## src/rtl/fft_frame_sched_if.sv

```systemverilog
// ---------------------------------------------------------------------------
// fft_frame_sched_if
//   Groups the data-path handshakes of the FFT frame scheduler: the sample
//   input stream, the loader RAM write port, the FFT core start/ready pair
//   with the RAM ownership select, and the unloader read/result stream.
//
//   Parameter
//     N_LOG2     log2 of the frame length; the bank select is 2 bits and
//                the per-bank address is N_LOG2-2 bits.
//
//   Modports
//     master     the scheduler (drives every o* signal)
//     slave      the environment: sample source, RAM, core, sink
//                (drives every i* signal)
// ---------------------------------------------------------------------------
interface fft_frame_sched_if #(
  parameter int N_LOG2 = 11
);
  localparam int AW = N_LOG2 - 2;

  // Sample input stream and loader write port
  logic          iIN_VALID;
  logic          oIN_READY;
  logic [1:0]    oWR_BANK;
  logic [AW-1:0] oWR_ADDR;
  logic          oWR_EN;

  // FFT core control and RAM port ownership
  logic          oFFT_START;
  logic          iFFT_RDY;
  logic [1:0]    oRAM_OWNER;

  // Unloader read port and result stream
  logic          iOUT_REQ;
  logic [1:0]    oRD_BANK;
  logic [AW-1:0] oRD_ADDR;
  logic          oRD_EN;
  logic          oOUT_VALID;
  logic          oOUT_LAST;

  modport master (
    input  iIN_VALID, iFFT_RDY, iOUT_REQ,
    output oIN_READY, oWR_BANK, oWR_ADDR, oWR_EN,
           oFFT_START, oRAM_OWNER,
           oRD_BANK, oRD_ADDR, oRD_EN, oOUT_VALID, oOUT_LAST
  );

  modport slave (
    output iIN_VALID, iFFT_RDY, iOUT_REQ,
    input  oIN_READY, oWR_BANK, oWR_ADDR, oWR_EN,
           oFFT_START, oRAM_OWNER,
           oRD_BANK, oRD_ADDR, oRD_EN, oOUT_VALID, oOUT_LAST
  );
endinterface

```

## src/rtl/fft_frame_sched.sv

```systemverilog
// ---------------------------------------------------------------------------
// fft_frame_sched
//   Frame-level scheduler for the banked radix-4 FFT core. Each frame runs
//   LOAD (accept 2**N_LOG2 samples into the banks), RUN (one start pulse to
//   the core controller, then wait for ready to drop and rise again, under a
//   watchdog) and UNLOAD (stream the results back out on request). The block
//   owns the RAM port select so loader, core and unloader never overlap.
//
//   Ports
//     iCLK        clock
//     iRESET      asynchronous active-low reset
//     iENABLE     allows a new frame to begin from IDLE
//     iABORT      synchronous abort back to IDLE, highest priority
//     bus         fft_frame_sched_if.master (streams, RAM ports, core ctl)
//     oBUSY       high whenever the scheduler is not IDLE
//     oERR        sticky watchdog flag, cleared only by reset
//     oFRAME_CNT  completed frames, wraps
// ---------------------------------------------------------------------------
module fft_frame_sched #(
  parameter int N_LOG2  = 11,
  parameter int TIMEOUT = 8192,
  parameter int FCNT_W  = 16
) (
  input  logic                  iCLK,
  input  logic                  iRESET,
  input  logic                  iENABLE,
  input  logic                  iABORT,
  fft_frame_sched_if.master     bus,
  output logic                  oBUSY,
  output logic                  oERR,
  output logic [FCNT_W-1:0]     oFRAME_CNT
);

  localparam int WD_W = $clog2(TIMEOUT + 1);

  localparam logic [N_LOG2-1:0] IDX_LAST = '1;
  localparam logic [N_LOG2-1:0] IDX_ONE  = N_LOG2'(1);
  localparam logic [WD_W-1:0]   WD_ONE   = WD_W'(1);
  localparam logic [WD_W-1:0]   WD_LIMIT = WD_W'(TIMEOUT - 1);
  localparam logic [FCNT_W-1:0] FCNT_ONE = FCNT_W'(1);

  typedef enum logic [2:0] {
    S_IDLE,
    S_LOAD,
    S_START,
    S_WAIT_LO,
    S_WAIT_HI,
    S_UNLOAD,
    S_DRAIN
  } state_e;

  typedef enum logic [1:0] {
    OWN_LOADER   = 2'd0,
    OWN_FFT      = 2'd1,
    OWN_UNLOADER = 2'd2,
    OWN_NONE     = 2'd3
  } owner_e;

  state_e              state_q, state_d;
  logic [N_LOG2-1:0]   idx_q, idx_d;          // sample index for load/unload
  logic [N_LOG2-1:0]   rd_idx_q, rd_idx_d;    // index of the read in flight
  logic                rd_en_q, rd_en_d;
  logic                out_valid_q, out_valid_d;
  logic                out_last_q, out_last_d;
  logic [WD_W-1:0]     wdog_q, wdog_d;
  logic                err_q, err_d;
  logic [FCNT_W-1:0]   fcnt_q, fcnt_d;

  logic                transfer;
  logic                rd_req;
  logic                wd_expired;
  owner_e              owner;

  assign transfer   = (state_q == S_LOAD)   && bus.iIN_VALID;
  assign rd_req     = (state_q == S_UNLOAD) && bus.iOUT_REQ;
  assign wd_expired = (wdog_q == WD_LIMIT);

  // NOTE: every variable assigned in an always_comb gets a default first, so
  // no path through the case can leave it unassigned and infer a latch.
  always_comb begin
    state_d     = state_q;
    idx_d       = idx_q;
    wdog_d      = wdog_q;
    err_d       = err_q;
    fcnt_d      = fcnt_q;
    // Read pipeline: a request is issued as a registered read on the next
    // edge, and the RAM data is flagged valid one cycle after that.
    rd_en_d     = rd_req;
    rd_idx_d    = rd_req ? idx_q : rd_idx_q;
    out_valid_d = rd_en_q;
    out_last_d  = rd_en_q && (rd_idx_q == IDX_LAST);

    unique case (state_q)
      S_IDLE: begin
        if (iENABLE && bus.iFFT_RDY) begin
          state_d = S_LOAD;
          idx_d   = '0;
        end
      end
      S_LOAD: begin
        if (transfer) begin
          idx_d = idx_q + IDX_ONE;
          if (idx_q == IDX_LAST) state_d = S_START;
        end
      end
      S_START: begin
        wdog_d  = '0;
        state_d = S_WAIT_LO;
      end
      S_WAIT_LO: begin
        wdog_d = wdog_q + WD_ONE;
        if (wd_expired) begin
          err_d   = 1'b1;
          state_d = S_IDLE;
        end else if (!bus.iFFT_RDY) begin
          state_d = S_WAIT_HI;
        end
      end
      S_WAIT_HI: begin
        wdog_d = wdog_q + WD_ONE;
        if (wd_expired) begin
          err_d   = 1'b1;
          state_d = S_IDLE;
        end else if (bus.iFFT_RDY) begin
          state_d = S_UNLOAD;
          idx_d   = '0;
        end
      end
      S_UNLOAD: begin
        if (rd_req) begin
          idx_d = idx_q + IDX_ONE;
          if (idx_q == IDX_LAST) state_d = S_DRAIN;
        end
      end
      S_DRAIN: begin
        fcnt_d  = fcnt_q + FCNT_ONE;
        state_d = S_IDLE;
      end
      default: state_d = S_IDLE;
    endcase

    // Abort wins over every transition. Both read-pipeline stages are
    // flushed: the pending result is dropped, and no read can issue after
    // ownership has already been released in IDLE.
    if (iABORT) begin
      state_d     = S_IDLE;
      idx_d       = '0;
      fcnt_d      = fcnt_q;
      rd_en_d     = 1'b0;
      out_valid_d = 1'b0;
      out_last_d  = 1'b0;
    end
  end

  // NOTE: state registers use non-blocking assignments so every flop samples
  // the pre-edge values of the others, independent of statement order.
  always_ff @(posedge iCLK or negedge iRESET) begin
    if (!iRESET) begin
      state_q     <= S_IDLE;
      idx_q       <= '0;
      rd_idx_q    <= '0;
      rd_en_q     <= 1'b0;
      out_valid_q <= 1'b0;
      out_last_q  <= 1'b0;
      wdog_q      <= '0;
      err_q       <= 1'b0;
      fcnt_q      <= '0;
    end else begin
      state_q     <= state_d;
      idx_q       <= idx_d;
      rd_idx_q    <= rd_idx_d;
      rd_en_q     <= rd_en_d;
      out_valid_q <= out_valid_d;
      out_last_q  <= out_last_d;
      wdog_q      <= wdog_d;
      err_q       <= err_d;
      fcnt_q      <= fcnt_d;
    end
  end

  // Ownership is a pure function of the registered state, so it only changes
  // on state-entry edges and always covers the strobe issued in that state.
  always_comb begin
    owner = OWN_NONE;
    unique case (state_q)
      S_LOAD:                         owner = OWN_LOADER;
      S_START, S_WAIT_LO, S_WAIT_HI:  owner = OWN_FFT;
      S_UNLOAD, S_DRAIN:              owner = OWN_UNLOADER;
      default:                        owner = OWN_NONE;
    endcase
  end

  assign bus.oIN_READY  = (state_q == S_LOAD);
  assign bus.oWR_EN     = transfer;
  assign bus.oWR_BANK   = idx_q[N_LOG2-1:N_LOG2-2];
  assign bus.oWR_ADDR   = idx_q[N_LOG2-3:0];

  assign bus.oFFT_START = (state_q == S_START);
  assign bus.oRAM_OWNER = owner;

  assign bus.oRD_EN     = rd_en_q;
  assign bus.oRD_BANK   = rd_idx_q[N_LOG2-1:N_LOG2-2];
  assign bus.oRD_ADDR   = rd_idx_q[N_LOG2-3:0];
  assign bus.oOUT_VALID = out_valid_q;
  assign bus.oOUT_LAST  = out_last_q;

  assign oBUSY      = (state_q != S_IDLE);
  assign oERR       = err_q;
  assign oFRAME_CNT = fcnt_q;

endmodule
```

## src/flat_wrapper.sv

```systemverilog
// flat-port wrapper written by rule: the top's interface ports become plain ports
module fft_frame_sched_flat 
#(
  parameter int N_LOG2  = 11,
  parameter int TIMEOUT = 8192,
  parameter int FCNT_W  = 16
)
  (iCLK, iRESET, iENABLE, iABORT, oBUSY, oERR, oFRAME_CNT, bus_iIN_VALID, bus_iFFT_RDY, bus_iOUT_REQ, bus_oIN_READY, bus_oWR_BANK, bus_oWR_ADDR, bus_oWR_EN, bus_oFFT_START, bus_oRAM_OWNER, bus_oRD_BANK, bus_oRD_ADDR, bus_oRD_EN, bus_oOUT_VALID, bus_oOUT_LAST);
  fft_frame_sched_if #(.N_LOG2(N_LOG2)) bus_i ();
  input  logic iCLK;
  input  logic iRESET;
  input  logic iENABLE;
  input  logic iABORT;
  output logic oBUSY;
  output logic oERR;
  output logic [FCNT_W-1:0] oFRAME_CNT;
  input wire logic [$bits(bus_i.iIN_VALID)-1:0] bus_iIN_VALID;
  input wire logic [$bits(bus_i.iFFT_RDY)-1:0] bus_iFFT_RDY;
  input wire logic [$bits(bus_i.iOUT_REQ)-1:0] bus_iOUT_REQ;
  output wire logic [$bits(bus_i.oIN_READY)-1:0] bus_oIN_READY;
  output wire logic [$bits(bus_i.oWR_BANK)-1:0] bus_oWR_BANK;
  output wire logic [$bits(bus_i.oWR_ADDR)-1:0] bus_oWR_ADDR;
  output wire logic [$bits(bus_i.oWR_EN)-1:0] bus_oWR_EN;
  output wire logic [$bits(bus_i.oFFT_START)-1:0] bus_oFFT_START;
  output wire logic [$bits(bus_i.oRAM_OWNER)-1:0] bus_oRAM_OWNER;
  output wire logic [$bits(bus_i.oRD_BANK)-1:0] bus_oRD_BANK;
  output wire logic [$bits(bus_i.oRD_ADDR)-1:0] bus_oRD_ADDR;
  output wire logic [$bits(bus_i.oRD_EN)-1:0] bus_oRD_EN;
  output wire logic [$bits(bus_i.oOUT_VALID)-1:0] bus_oOUT_VALID;
  output wire logic [$bits(bus_i.oOUT_LAST)-1:0] bus_oOUT_LAST;
  assign bus_i.iIN_VALID = bus_iIN_VALID;
  assign bus_i.iFFT_RDY = bus_iFFT_RDY;
  assign bus_i.iOUT_REQ = bus_iOUT_REQ;
  assign bus_oIN_READY = bus_i.oIN_READY;
  assign bus_oWR_BANK = bus_i.oWR_BANK;
  assign bus_oWR_ADDR = bus_i.oWR_ADDR;
  assign bus_oWR_EN = bus_i.oWR_EN;
  assign bus_oFFT_START = bus_i.oFFT_START;
  assign bus_oRAM_OWNER = bus_i.oRAM_OWNER;
  assign bus_oRD_BANK = bus_i.oRD_BANK;
  assign bus_oRD_ADDR = bus_i.oRD_ADDR;
  assign bus_oRD_EN = bus_i.oRD_EN;
  assign bus_oOUT_VALID = bus_i.oOUT_VALID;
  assign bus_oOUT_LAST = bus_i.oOUT_LAST;
  fft_frame_sched #(.N_LOG2(N_LOG2), .TIMEOUT(TIMEOUT), .FCNT_W(FCNT_W)) u_core (.iCLK(iCLK), .iRESET(iRESET), .iENABLE(iENABLE), .iABORT(iABORT), .bus(bus_i), .oBUSY(oBUSY), .oERR(oERR), .oFRAME_CNT(oFRAME_CNT));
endmodule
```

## config.mk

```make
export PLATFORM = sky130hd
export DESIGN_NAME = fft_frame_sched_flat
export DESIGN_NICKNAME = d
export VERILOG_FILES = /design/src/rtl/fft_frame_sched_if.sv /design/src/rtl/fft_frame_sched.sv /design/src/flat_wrapper.sv
export SDC_FILE = /design/constraint.sdc
export NUM_CORES = 1
export LEC_CHECK = 0
export ABC_AREA = 1
export CAP_MARGIN = 10
export CELL_PAD_IN_SITES_DETAIL_PLACEMENT = 1
export CELL_PAD_IN_SITES_GLOBAL_PLACEMENT = 2
export CORE_MARGIN = 2
export CORE_UTILIZATION = 30
export DETAILED_ROUTE_END_ITERATION = 16
export PLACE_DENSITY = 0.84
export SETUP_SLACK_MARGIN = 0.1
export SYNTH_ARGS = -nofsm -noshare
export SYNTH_HDL_FRONTEND = slang
export SYNTH_SLANG_ARGS = --single-unit
```

## constraint.sdc

```tcl
create_clock -name iCLK -period 3.85 [get_ports iCLK]
set_input_delay 0.77 -clock iCLK [delete_from_list [all_inputs] [get_ports iCLK]]
set_output_delay 0.77 -clock iCLK [all_outputs]
set_load 0.03 [all_outputs]
```

-- Yosys cells after proc, flatten, opt, wreduce, memory -nomap -nowiden
Index checks and enable logic that the tools add are counted.
- register bits: 59
- bits of input ports: 7
- output and inout bits: 48
- logic and storage cells: 69
- add/subtract/negate cells: 3
- eq/ne operators: 18
- muxes and demuxes: 23
- bitwise logic cells: 1
- reduce and logical (&&, ||, !) cells: 15
- operator list (kind ; number):
    $mux 11 ; 6
    $pmux 11 s4 ; 1
    $mux 3 ; 10
    $pmux 14 s2 ; 1
    $eq 11x11->1 const B ; 2
    $pmux 3 s6 ; 1
    $add 16x1->16 const B ; 1
    $add 14x1->14 const B ; 1
    $eq 14x13->1 const B ; 1
    $ne 3x2->1 const B ; 4
    $add 11x1->11 const B ; 1
    $eq 3x3->1 const B ; 3
    $ne 3x3->1 const B ; 3
    $ne 4x3->1 const B ; 2
    $reduce_and 7->1 ; 1
    $eq 3x2->1 const B ; 2
    $pmux 2 s3 ; 1
    $reduce_and 6->1 ; 1
    $reduce_bool 5->1 ; 1
    $logic_and 1x1->1 ; 4
    $reduce_and 2->1 ; 2
    $reduce_or 2->1 ; 2
    $eq 3x1->1 const B ; 1
    $logic_not 3->1 ; 1
    other kinds (5) ; 7

-- Logic depth before layout (Yosys ltp)
Gate-level depths: netlist of the first run.
- word-level depth: 5
- mapped depth: 12
- depth with buffers taken out: 11

-- Worst setup path before layout of the first run
No wires, ideal clock.
- path kind: register to output
- start: register u_core.state_q[2]
- end: output port bus_oRAM_OWNER[1]
- arrival time: 1579 ps
- required time: 3080 ps
- path slack: 1501 ps
- stages on the path, launching flop included: 8
- path buffers: 1
- cell sequence: dfrtp_1 buf_4 nor2_1 inv_1 nor2_1 inv_1 nand2_1 nor2_1
- longest elaborated chain between the ends: 3
- elaborated cells between the ends (all ways): 9
- classes of those cells: eq/ne (6); mux (1); reduce/logical (2)
- RTL lines (item ; RTL line ; source):
    from (decl) ; fft_frame_sched.sv:59 ; state_e state_q, state_d;
    from (signal assigned) ; fft_frame_sched.sv:169 ; state_q <= state_d;
    $eq 3x2->1 ; -- ;
    named net bus_oFFT_START ; flat_wrapper.sv:24 ; output wire logic [$bits(bus_i.oFFT_START)-1:0] bus_oFFT_START;
    $reduce_or 3->1 ; fft_frame_sched.sv:185 ; unique case (state_q)
    $pmux 2 s3 ; fft_frame_sched.sv:185 ;
    to (decl) ; flat_wrapper.sv:25 ; output wire logic [$bits(bus_i.oRAM_OWNER)-1:0] bus_oRAM_OWNER;
The timed path passes the listed nets, and every way through them passes these cells.

-- Worst setup path after layout of the first run
- start: register u_core.state_q[2]
- end: output port bus_oRAM_OWNER[1]
- longest elaborated chain between the ends: 3
- elaborated cells between the ends (all ways): 9
- classes of those cells: eq/ne (6); mux (1); reduce/logical (2)
- RTL lines (item ; RTL line):
    $eq 3x2->1 / $eq 3x3->1 (equally long branches) ; fft_frame_sched.sv:185
    $reduce_or 3->1 / $reduce_or 2->1 (equally long branches) ; fft_frame_sched.sv:185
    $pmux 2 s3 * ; fft_frame_sched.sv:185
Mark *: on every way between the ends. The rest lies on a longest branch, timed or not.

==> results by stage, run 1 <==
Run status:
- The flow ran to the end, and the final reports show no timing, DRC or antenna violations.

Clock tree:
- In this run the number of H-tree levels came out at 3.
- The clock tree root buffer cell is sky130_fd_sc_hd__clkbuf_8.
- CTS saw 59 sinks.
- The number of hold buffers added after CTS was 0.
- The later-pin clock latency in the skew report is 0.34 ns.
- The clock tree from TritonCTS is done.
- Clock tree synthesis inserted a total of 9 buffers.
- The number of setup buffers added after CTS is 0.
- After clock tree synthesis, the clock-pin slew on the worst setup and hold paths is 0.07 ns.
- Gates resized during post-CTS repair numbered 0.
- The number of buffers on the longest clock path is 2.

Layout:
- The final layout net count is 449.
- In the final layout, the share of cells above drive strength 1 is 6.546%.
- The number of fillers in the final layout is 1200.
- The area used by sequential logic in the layout is 1476 um^2.
- Relative to the synthesized area, the layout overhead comes to 29.00%.
- The number of diodes is 0.
- The multi-input combinational cells in the finished layout cover a total of 1355 um^2.

Worst setup path:
- In this run the critical register-to-register path is launched from u_core.wdog_q[0]$_DFFE_PN0P_.
- The capturing element type of the critical path is an output pin.
- Counting cells, the worst reg-to-reg path comes to 10.
- The arrival time of the worst setup path is 2.47 ns.
- The register-to-register setup slack is 1.64 ns.
- The critical path is of the flip-flop to output pin type.
- STA classifies the critical path startpoint as a flip-flop.
- The peak fanout along the critical path is 12.
- The first element of the critical path is u_core.state_q[2]$_DFFE_PN0P_.
- The endpoint of the lowest-slack register-to-register path is u_core.idx_q[7]$_DFFE_PN0P_.
- The required arrival time at the worst endpoint is 3.08 ns.

Die:
- The initial core utilization is 30.99%.
- The area enclosed by the die boundary is 10920 um^2.
- The number of I/O pins is 55.
- Row generation in the floorplan step produced 36 rows.
- The total area inside the core boundary comes to 9774 um^2.
- The floorplan step set the die width to 104.5 um.
- The die span in y is 104.5 um.

Placed design:
- The congestion estimate from routability-driven global placement came to 0.8059.
- The quantity of I/O buffers inserted on ports is 54.
- The detailed placer's ending HPWL is 5978 um.

Yosys:
- Counting every instance in the synthesized netlist gives 380.
- The mapped netlist covers 3029 um^2.
- For this run, the leading register cell type out of synthesis is sky130_fd_sc_hd__dfrtp_1.
- The total of warnings raised by yosys is 0.
- The distinct cell type count after synthesis is 32.
- The synthesized design contains 0 enable-type register cells.
- Counting flops with an async set or reset pin after synthesis yields a share of 100.0%.
- The library cell with the largest summed area after synthesis is sky130_fd_sc_hd__dfrtp_1.
- The top cell type's share of synthesized area is 48.74%.
- The proportion of synthesized chip area in sequential cells is 48.74%.
- After synthesis, the most frequently instantiated cells are 103 x sky130_fd_sc_hd__nand2_1, 59 x sky130_fd_sc_hd__dfrtp_1, 47 x sky130_fd_sc_hd__nor2_1, 41 x sky130_fd_sc_hd__inv_1, 31 x sky130_fd_sc_hd__nand3_1.
- The most numerous cell in the Yosys netlist is sky130_fd_sc_hd__nand2_1.
- The register bit count reported by yosys is 59.
- The mean instance size in the synthesized netlist is 7.971 um^2.
- The synthesized netlist net count is 390.
- After synthesis, the cell types taking the most area are sky130_fd_sc_hd__dfrtp_1 49%, sky130_fd_sc_hd__nand2_1 13%, sky130_fd_sc_hd__nor2_1 5.8%, sky130_fd_sc_hd__nand3_1 5.1%, sky130_fd_sc_hd__inv_1 5.1%.

Pwr:
- The worst vdd rail ir drop is 174.2 uV.
- In this run the static leakage power is 1.739 nW.
- Dividing total power by cell area gives a power density of 506.3 nW/um^2.

Timing:
- The worst path uses 84.06% of the clock period.
- The number of hold violations in the final report is 0.
- The final setup violation count is 0.
- For the pin with the worst max-slew slack, the measured transition is 1.069 ns.
- The maximum frequency from static timing analysis is 0.3090 GHz.
- The tightest hold path in the finished design has a slack of 0.4846 ns.
- The number of pins with negative max-slew slack in the final report is 0.
- Setup repair after global routing left no endpoint under its margin.
- The normalized max-slew margin is 28.76%.
- For the final database, setup skew stands at 0.009696 ns.
- The setup TNS is 0 ns.
- The time the worst path needs with I/O delays and setup is 3.236 ns.

Route:
- The total DRC errors in the routed layout is 0.
- After detailed routing, the number of vias per cell comes to 4.696.
- Dividing the detail-routed wire length by the instance count gives 14.18 um.
- The number of DRC violations after detailed-routing iteration 0 is 59.
- The post-route antenna net violation count is 0.
- The number of optimization iterations in the first detailed-route pass is 4.
- The total number of vias is 2705.
- The routed design has 8169 um of wire.

Global routing:
- Global routing used 15.62% of the available tracks across all layers.
- The number of global-route vias before repair came to 2871.
- After global routing the overflow that remains totals 0.
- The initial antenna violation count came to 0.
- Entering global routing, the biggest net connects 45 pins.
- The first global-routing pass estimated 13650 um of wire.

Run:
- The tool flagged a number of max-cap violations equal to 0.

Worst hold path:
- The startpoint identified for the worst hold timing path is u_core.oERR$_DFFE_PN0P_.
- The path with the worst hold slack has its endpoint at u_core.oERR$_DFFE_PN0P_.
- The worst hold path belongs to the class flip-flop to flip-flop.
- The number of cells on the worst hold path is 1.
-- cells in the final DEF, fill, tap and decap left out, types with 2 or more instances in the layout --
cell / instances
sky130_fd_sc_hd__a21oi_1: 4
sky130_fd_sc_hd__clkbuf_8: 11
sky130_fd_sc_hd__clkdlybuf4s50_1: 53
sky130_fd_sc_hd__clkinvlp_4: 2
sky130_fd_sc_hd__dfrtp_1: 59
sky130_fd_sc_hd__ha_1: 3
sky130_fd_sc_hd__inv_1: 41
sky130_fd_sc_hd__inv_2: 3
sky130_fd_sc_hd__mux2_2: 2
sky130_fd_sc_hd__mux2i_1: 2
sky130_fd_sc_hd__nand2_1: 103
sky130_fd_sc_hd__nand3_1: 31
sky130_fd_sc_hd__nand4_1: 9
sky130_fd_sc_hd__nor2_1: 47
sky130_fd_sc_hd__nor2_2: 2
sky130_fd_sc_hd__nor3_1: 5
sky130_fd_sc_hd__nor3_4: 2
sky130_fd_sc_hd__o21ai_0: 20
sky130_fd_sc_hd__o21ai_1: 8
sky130_fd_sc_hd__o22ai_1: 2
sky130_fd_sc_hd__xnor2_1: 6
sky130_fd_sc_hd__xor2_1: 14
-- area by class of cell --
cell class                 instances  area share, %
clock inverter                     4          1.281
timing repair buffer              55          13.90
multi-input combinational        270          34.68
inverter                          44          4.227
clock buffer                      11          3.874
sequential                        59          37.78
tap                              133          4.259
-- through the flow --
step | util (%) | area (um^2) | setup slack [ns] | instances | power (mW)
after detailed placement | 37.92 | 3706 | 0.9291 | 561 | 1.409
after global placement | 37.92 | 3706 | 0.9445 | 561 | 1.400
after CTS | 39.98 | 3908 | 0.5918 | 576 | 2.006
after global routing | 39.98 | 3908 | 0.4253 | 576 | 2.092
after floorplan | - | 3029 | 1.501 | 380 | 1.161
final | 39.98 | 3908 | 0.6135 | 576 | 1.978
-- flip-flops by register name, summed over array words and instances, names as in the netlist --
| register | cells |
|---|---|
| u_core.bus.oOUT_LAST | 1 |
| u_core.bus.oOUT_VALID | 1 |
| u_core.bus.oRD_EN | 1 |
| u_core.idx_q | 11 |
| u_core.oERR | 1 |
| u_core.oFRAME_CNT | 16 |
| u_core.rd_idx_q | 11 |
| u_core.state_q | 3 |
| u_core.wdog_q | 14 |
-- routing by layer --
| layer | part of all wire (%) | routed length, um | track usage [%] |
|---|---|---|---|
| met1 | 47 | 3821 | 19.69 |
| met2 | 49 | 3969 | 26.28 |
| met3 | 3.0 | 242 | 3.634 |
| met4 | 1.7 | 136 | 5.212 |
| met5 | 0 | 0 | 0 |
-- report_power, final --
part | leakage [nW] | switching, mW | total (mW) | internal, mW
clock | 0.0974 | 0.253 | 0.582 | 0.329
combinational | 0.831 | 0.418 | 0.634 | 0.216
sequential | 0.810 | 0.0826 | 0.762 | 0.680
-- worst max path at each step --
stage                                   end  slack [ns]  cells after the start
after global placement           bus_oWR_EN        0.94                      4
after floorplan           bus_oRAM_OWNER[1]        1.50                      7
after global routing      bus_oRAM_OWNER[1]        0.43                      7
after detailed placement         bus_oWR_EN        0.93                      4
after CTS                 bus_oRAM_OWNER[1]        0.59                      7
final                     bus_oRAM_OWNER[1]        0.61                      7
-- critical path: stages (launching register included) --
cell and delay, ns:
sky130_fd_sc_hd__dfrtp_1 0.52, sky130_fd_sc_hd__nor2_1 0.13, sky130_fd_sc_hd__inv_1 0.08, sky130_fd_sc_hd__nor2_1 0.05, sky130_fd_sc_hd__inv_1 0.30, sky130_fd_sc_hd__nand2_1 0.24, sky130_fd_sc_hd__nor2_1 0.14, sky130_fd_sc_hd__clkdlybuf4s50_1 0.68
-- cells by family after synthesis --
| group | Yosys count | share of synthesized area, % |
|---|---|---|
| adder cells (fa/ha/maj) | 3 | 1.239 |
| AO/OA/AOI/OAI | 38 | 6.733 |
| flip-flops | 59 | 48.74 |
| AND/OR/NAND/NOR | 205 | 29.57 |
| multiplexers | 4 | 1.404 |
| buffers and inverters | 51 | 6.526 |
| XOR/XNOR | 20 | 5.783 |
(Power assumes the default switching activity.)
==> run 2: changes to the inputs <==
clock period = 3.3 ns   (was 3.85 ns; I/O delays follow)
==> results by stage, run 2 (synthesis gave the netlist of run 1 again) <==
Run status:
- The run finished with clean final reports.

Die:
- The initial core utilization came to 30.99% (unchanged).
- The number of I/O pins is 55 (unchanged).
- The die width is 104.5 um (unchanged).
- The die span in y is 104.5 um (unchanged).
- The area enclosed by the die boundary came to 10920 um^2 (unchanged).
- The area of the core is 9774 um^2 (unchanged).
- The number of placement rows was 36 (unchanged).

Timing:
- The worst-case clock skew is 0.01118 ns (+0.001484 ns).
- The final setup violation count is 0 (unchanged).
- The normalized max-slew margin came to 47.23% (+18 points).
- The final-layout worst hold slack is 0.2174 ns (-0.2671 ns).
- The maximum frequency from static timing analysis is 0.3335 GHz.
- The number of pins with negative max-slew slack in the final report is 0 (unchanged).
- The smallest clock period supported by the final layout is computed as 2.999 ns.
- The slew at the pin with the worst max-slew slack came to 0.7893 ns (-0.2793 ns).
- The final worst-path cycle share is 90.87%.
- The setup TNS was 0 ns (unchanged).
- Setup repair after global routing left no endpoint under its margin.
- The number of hold violations in the final report is 0 (unchanged).

Layout:
- The number of diodes is 0 (unchanged).
- The multi-input logic area was 1355 um^2 (unchanged).
- In the layout the commonest cells are 103 x sky130_fd_sc_hd__nand2_1, 58 x sky130_fd_sc_hd__dfrtp_1, 53 x sky130_fd_sc_hd__clkdlybuf4s50_1.
- The layout-stage area growth over the synthesis result is 30.15%.
- The final layout net count is 450 (+0.22%).
- The number of flip-flops in the largest register came to 16 (unchanged).
- The area used by sequential logic in the layout is 1478 um^2 (about the same).
- The final instance area was 3943 um^2 (+0.90%).
- The share of cells above drive strength 1 is 7.191% (+0.64 points).
- The most common cell after layout, fill and taps aside is sky130_fd_sc_hd__nand2_1.
- The number of fillers in the final layout is 1203 (+0.25%).

Worst setup path:
- The largest individual stage delay along the critical path comes from the cell sky130_fd_sc_hd__clkdlybuf4s50_1.
- The depth of the most critical reg-to-reg path is 10 (unchanged).
- The first element of the critical path is u_core.state_q[0]$_DFFE_PN0P_.
- The arrival time of the worst setup path came to 2.34 ns (-0.13 ns).
- The end of the critical path is bus_oRAM_OWNER[1].
- The setup path with the least slack is of type flip-flop to output pin.
- The launching point of the worst reg2reg path is u_core.wdog_q[0]$_DFFE_PN0P_.
- The startpoint type of the worst setup path is a flip-flop.
- The number of buffers and inverters on the critical path came to 3 (unchanged).
- Walking the worst path, the cells encountered are inv_1, nand3_1, nand2_1, inv_2, nand2_1, nor2_1, clkdlybuf4s50_1.
- The capturing element type of the critical path is an output pin.
- The critical path's largest stage delay was 0.67 ns (about the same).
- The peak fanout along the critical path is 8 (-4).
- The endpoint identified for the worst register-to-register timing path is u_core.idx_q[8]$_DFFE_PN0P_.
- The kind of cell adding the most delay to the critical path is buffers and inverters.
- The most frequent cell on the critical path is sky130_fd_sc_hd__nand2_1.
- The required arrival time at the worst endpoint is 2.64 ns (-0.44 ns).
- The number of cells on the critical path is 7 (unchanged).
- The register-to-register setup slack is 1.10 ns (-0.54 ns).

Global routing:
- The total track usage is 15.49% (-0.13 points).
- The initial antenna violation count is 0 (unchanged).
- The global-route wire length before repair was 13530 um (-0.86%).
- The number of global-route vias before repair is 2749 (-4.2%).
- The largest net degree at the start of global routing is 47 (+4.4%).
- The overall overflow remaining after global route is 0 (unchanged).

Clock tree:
- The count of H-tree levels built during CTS is 3 (unchanged).
- TritonCTS built the clock tree.
- In this run the clock root is driven by a sky130_fd_sc_hd__clkbuf_8.
- The number of buffers inserted by hold repair at cts is 0 (unchanged).
- The post-CTS resize count was 0 (unchanged).
- The clock-pin transition on the worst setup and hold timing paths came to 0.07 ns (about the same).
- The later-pin clock latency in the skew report is 0.34 ns (about the same).
- The number of setup buffers added after CTS came to 0 (unchanged).
- The number of clock sinks is 59 (unchanged).
- The CTS buffer count is 9 (unchanged).
- The number of buffers on the longest clock path is 2 (unchanged).

Placed design:
- The quantity of I/O buffers inserted on ports is 54 (unchanged).
- The detailed placer's ending HPWL is 6037 um (+0.99%).
- The routability congestion estimate from global placement is 0.8113 (+0.67%).
- The placed instance area was 3714 um^2 (+0.20%).

Route:
- The number of DRC violations after detailed-routing iteration 0 came to 56 (-5.1%).
- The number of optimization iterations in the first detailed-route pass came to 4 (unchanged).
- The post-route antenna net violation count is 0 (unchanged).
- The total number of vias came to 2716 (+0.41%).
- The routed wire length was 8222 um (+0.65%).
- The routed length per placed instance was 14.22 um (+0.30%).
- The total DRC errors in the routed layout was 0 (unchanged).
- The per-cell via count in the routed design is 4.699 (about the same).

Pwr:
- The power per cell area came to 605.5 nW/um^2 (+20%).
- The worst vdd rail ir drop was 221.9 uV (+27%).
- The static leakage was 1.758 nW (+1.1%).

Worst hold path:
- The type of the most critical hold path is input pin to asynchronous set/reset pin.

Run:
- The number of maximum-capacitance violations came to 0 (unchanged).
[run 2: per-stage QoR]
stage | std cells | power, mW | utilization [%] | worst slack (ns)
final | 578 | 2.387 | 40.34 | 0.3013
after global placement | 562 | 1.629 | 37.99 | 0.6017
after CTS | 578 | 2.423 | 40.32 | 0.1826
after global routing | 578 | 2.517 | 40.34 | 0.1119
after detailed placement | 562 | 1.642 | 37.99 | 0.5589
after floorplan | 380 | 1.355 | - | 1.061
[run 2: worst min-delay path by stage]
stage | start | end | cells after the start
floorplan | iRESET | u_core.bus.oOUT_LAST$_DFF_PN0_ | 0
global placement | u_core.oERR$_DFFE_PN0P_ | u_core.oERR$_DFFE_PN0P_ | 1
detailed placement | u_core.oERR$_DFFE_PN0P_ | u_core.oERR$_DFFE_PN0P_ | 1
CTS | iRESET | u_core.rd_idx_q[6]$_DFFE_PN0P_ | 1
global route | iRESET | u_core.idx_q[3]$_DFFE_PN0P_ | 1
finish | iRESET | u_core.idx_q[3]$_DFFE_PN0P_ | 1
[run 2: layout make-up]
cell class / count / share of cell area (%)
Multi-Input combinational cell: 270 / 34.37
Inverter: 44 / 4.189
Clock buffer: 12 / 3.935
Sequential cell: 59 / 37.48
Clock inverter: 4 / 1.841
Timing Repair Buffer: 56 / 13.96
Tap cell: 133 / 4.221
[run 2: metal layers]
metal / part of all wire, % / track usage [%] / vias up
li1: - / - / 1335
met1: 48 / 20.28 / 1324
met2: 47 / 25.16 / 44
met3: 2.8 / 2.820 / 13
met4: 1.8 / 6.371 / 0
met5: 0 / 0 / -
[run 2: where the power goes]
part	internal (mW)	switching (mW)	leakage [nW]	total, mW
sequential	0.794	0.0956	0.808	0.889
combinational	0.251	0.479	0.837	0.731
clock	0.466	0.301	0.113	0.767
total	1.51	0.876	1.76	2.39
==> run 3: changes to the inputs <==
CTS_BUF_LIST = sky130_fd_sc_hd__clkbuf_16   (was default)
PLACE_DENSITY = 0.76   (was 0.84)
==> results by stage, run 3 (synthesis gave the netlist of run 1 again) <==
Run status:
- The flow ran to the end, and the final reports show no timing, DRC or antenna violations.

Clock tree:
- TritonCTS built the clock tree.
- The clock-pin transition on the worst setup and hold timing paths is 0.05 ns (-0.02 ns).
- The number of buffers inserted by hold repair at cts was 0 (unchanged).
- The count of H-tree levels built during CTS was 3 (unchanged).
- The later-pin clock latency in the skew report is 0.32 ns (-0.02 ns).
- The clock tree root buffer cell is sky130_fd_sc_hd__clkbuf_16.
- The number of clock sinks is 59 (unchanged).
- The CTS buffer count is 9 (unchanged).
- The number of buffers on the longest clock path is 2 (unchanged).

Timing:
- The final setup violation count was 0 (unchanged).
- The number of pins with negative max-slew slack in the final report is 0 (unchanged).
- The time the worst path needs with I/O delays and setup was 2.952 ns (-0.04619 ns).
- The setup TNS is 0 ns (unchanged).
- The number of hold violations in the final report was 0 (unchanged).
- The final worst-path cycle share is 89.47% (-1.4 points).
- The normalized max-slew margin is 50.20% (+3.0 points).
- The final-layout worst hold slack is 0.3599 ns (+0.1425 ns).
- Setup repair after global routing left no endpoint under its margin.
- The maximum frequency from static timing analysis is 0.3387 GHz (+1.6%).
- The slew at the pin with the worst max-slew slack is 0.7449 ns (-0.04441 ns).
- The worst-case clock skew is 0.006180 ns (-0.005000 ns).

Die:
- The die width is 104.5 um (unchanged).
- The number of I/O pins was 55 (unchanged).
- The number of placement rows is 36 (unchanged).
- The area enclosed by the die boundary came to 10920 um^2 (unchanged).
- The area of the core was 9774 um^2 (unchanged).
- The die span in y came to 104.5 um (unchanged).
- The initial core utilization is 30.99% (unchanged).

Route:
- The number of optimization iterations in the first detailed-route pass was 4 (unchanged).
- The routed length per placed instance was 14.11 um (-0.80%).
- The total DRC errors in the routed layout came to 0 (unchanged).
- The number of DRC violations after detailed-routing iteration 0 is 52 (-7.1%).
- The per-cell via count in the routed design is 4.651 (-1.0%).
- The routed wire length is 8170 um (-0.63%).
- The post-route antenna net violation count came to 0 (unchanged).
- The total number of vias came to 2693 (-0.85%).

Placed design:
- The quantity of I/O buffers inserted on ports is 54 (unchanged).
- The detailed placer's ending HPWL came to 6064 um (+0.44%).
- The routability congestion estimate from global placement was 0.8430 (+3.9%).

Layout:
- The layout-stage area growth over the synthesis result is 31.39%.
- The share of cells above drive strength 1 was 6.726% (-0.46 points).
- The most common cell after layout, fill and taps aside is sky130_fd_sc_hd__nand2_1.
- The number of diodes is 0 (unchanged).
- The number of flip-flops in the largest register came to 16 (unchanged).
- The post-route core utilization was 40.72% (+0.38 points).
- The final layout net count came to 452 (+0.44%).
- In the layout the commonest cells are 103 x sky130_fd_sc_hd__nand2_1, 58 x sky130_fd_sc_hd__dfrtp_1, 53 x sky130_fd_sc_hd__clkdlybuf4s50_1.

Worst setup path:
- The required arrival time at the worst endpoint is 2.64 ns (about the same).
- The arrival time of the worst setup path came to 2.29 ns (-0.05 ns).
- The startpoint identified for the worst register-to-register timing path is u_core.state_q[0]$_DFFE_PN0P_.
- STA classifies the critical path endpoint as an output pin.
- The first element of the critical path is u_core.state_q[0]$_DFFE_PN0P_.
- The worst setup path is of the flip-flop to output pin kind.
- The startpoint type of the worst setup path is a flip-flop.
- The peak fanout along the critical path is 8 (unchanged).

Worst hold path:
- The type of the most critical hold path is input pin to asynchronous set/reset pin.

Pwr:
- The total chip power is 2.438 mW (+2.1%).
- The worst vdd rail ir drop is 210.6 uV (-5.1%).
- The power per cell area came to 612.6 nW/um^2 (+1.2%).
- The static leakage is 1.783 nW (+1.5%).

Global routing:
- The largest net degree at the start of global routing is 26 (-45%).
- The initial antenna violation count is 0 (unchanged).
- The overall overflow remaining after global route is 0 (unchanged).
- The global-route wire length before repair came to 13940 um (+3.1%).
- The number of global-route vias before repair is 2874 (+4.5%).
- The total track usage is 16.15% (+0.67 points).

Run:
- The number of maximum-capacitance violations is 0 (unchanged).
run 3: cell count changes in the layout (fill, tap and decap cells not counted), sizes merged:
cell / change
clkinvlp: -1
clkinv: +4
clkbuf: -3
bufinv: -2
inv: +1
buf: +2
run 3: final timing paths:
check | cells past startpoint | slack (ns) | endpoint
max | 7 | 0.35 | bus_oRAM_OWNER[1]
min | 1 | 0.36 | u_core.state_q[2]$_DFFE_PN0P_
max reg2reg | 4 | 1.30 | u_core.rd_idx_q[1]$_DFFE_PN0P_
min reg2reg | 1 | 0.47 | u_core.oERR$_DFFE_PN0P_
max in group asynchronous | 2 | 2.20 | u_core.wdog_q[7]$_DFFE_PN0P_
min in group iCLK | 1 | 0.47 | u_core.oERR$_DFFE_PN0P_
run 3: cell type report:
class                      instances  area [um^2]
clock buffer                       9        225.2
clock inverter                     6        25.02
fill                            1194         5794
inverter                          44        165.2
multi-input combinational        270         1355
sequential                        59         1478
tap                              133        166.4
timing repair buffer              58        565.5
run 3: stage by stage:
stage / worst slack (ns) / area, um^2 / std cells
6_report: 0.3475 / 3980 / 579
4_1_cts: 0.1936 / 3979 / 579
3_5_place_dp: 0.5649 / 3729 / 564
2_1_floorplan: 1.061 / 3029 / 380
5_1_grt: 0.1387 / 3980 / 579
3_3_place_gp: 0.5924 / 3729 / 564
run 3: where the power goes:
| part | internal, mW | leakage (nW) | total [mW] | switching [mW] |
|---|---|---|---|---|
| combinational | 0.259 | 0.846 | 0.744 | 0.485 |
| clock | 0.489 | 0.129 | 0.805 | 0.316 |
| sequential | 0.796 | 0.808 | 0.889 | 0.0939 |
run 3: worst max-delay path, cell delays in order (launching register included):
cell and delay, ns:
sky130_fd_sc_hd__dfrtp_1 0.48, sky130_fd_sc_hd__inv_1 0.10, sky130_fd_sc_hd__nand3_1 0.10, sky130_fd_sc_hd__nand2_1 0.18, sky130_fd_sc_hd__inv_2 0.18, sky130_fd_sc_hd__nand2_1 0.15
sky130_fd_sc_hd__nor2_1 0.11, sky130_fd_sc_hd__clkdlybuf4s50_1 0.67
run 3: timing repair:
| item | in CTS | in global routing |
|---|---|---|
| setup endpoints to repair | 0 | 1 |
| hold endpoints to repair | 0 | 0 |
| gates resized for setup | 0 | 2 |
| setup buffers | 0 | 0 |
run 3: metal layers:
layer	part of all wire, %	vias up	global-route usage, %
met4	1.7	0	6.371
met5	0	-	0
met3	3.4	13	4.261
met1	48	1287	20.91
met2	46	44	25.68
li1	-	1349	-
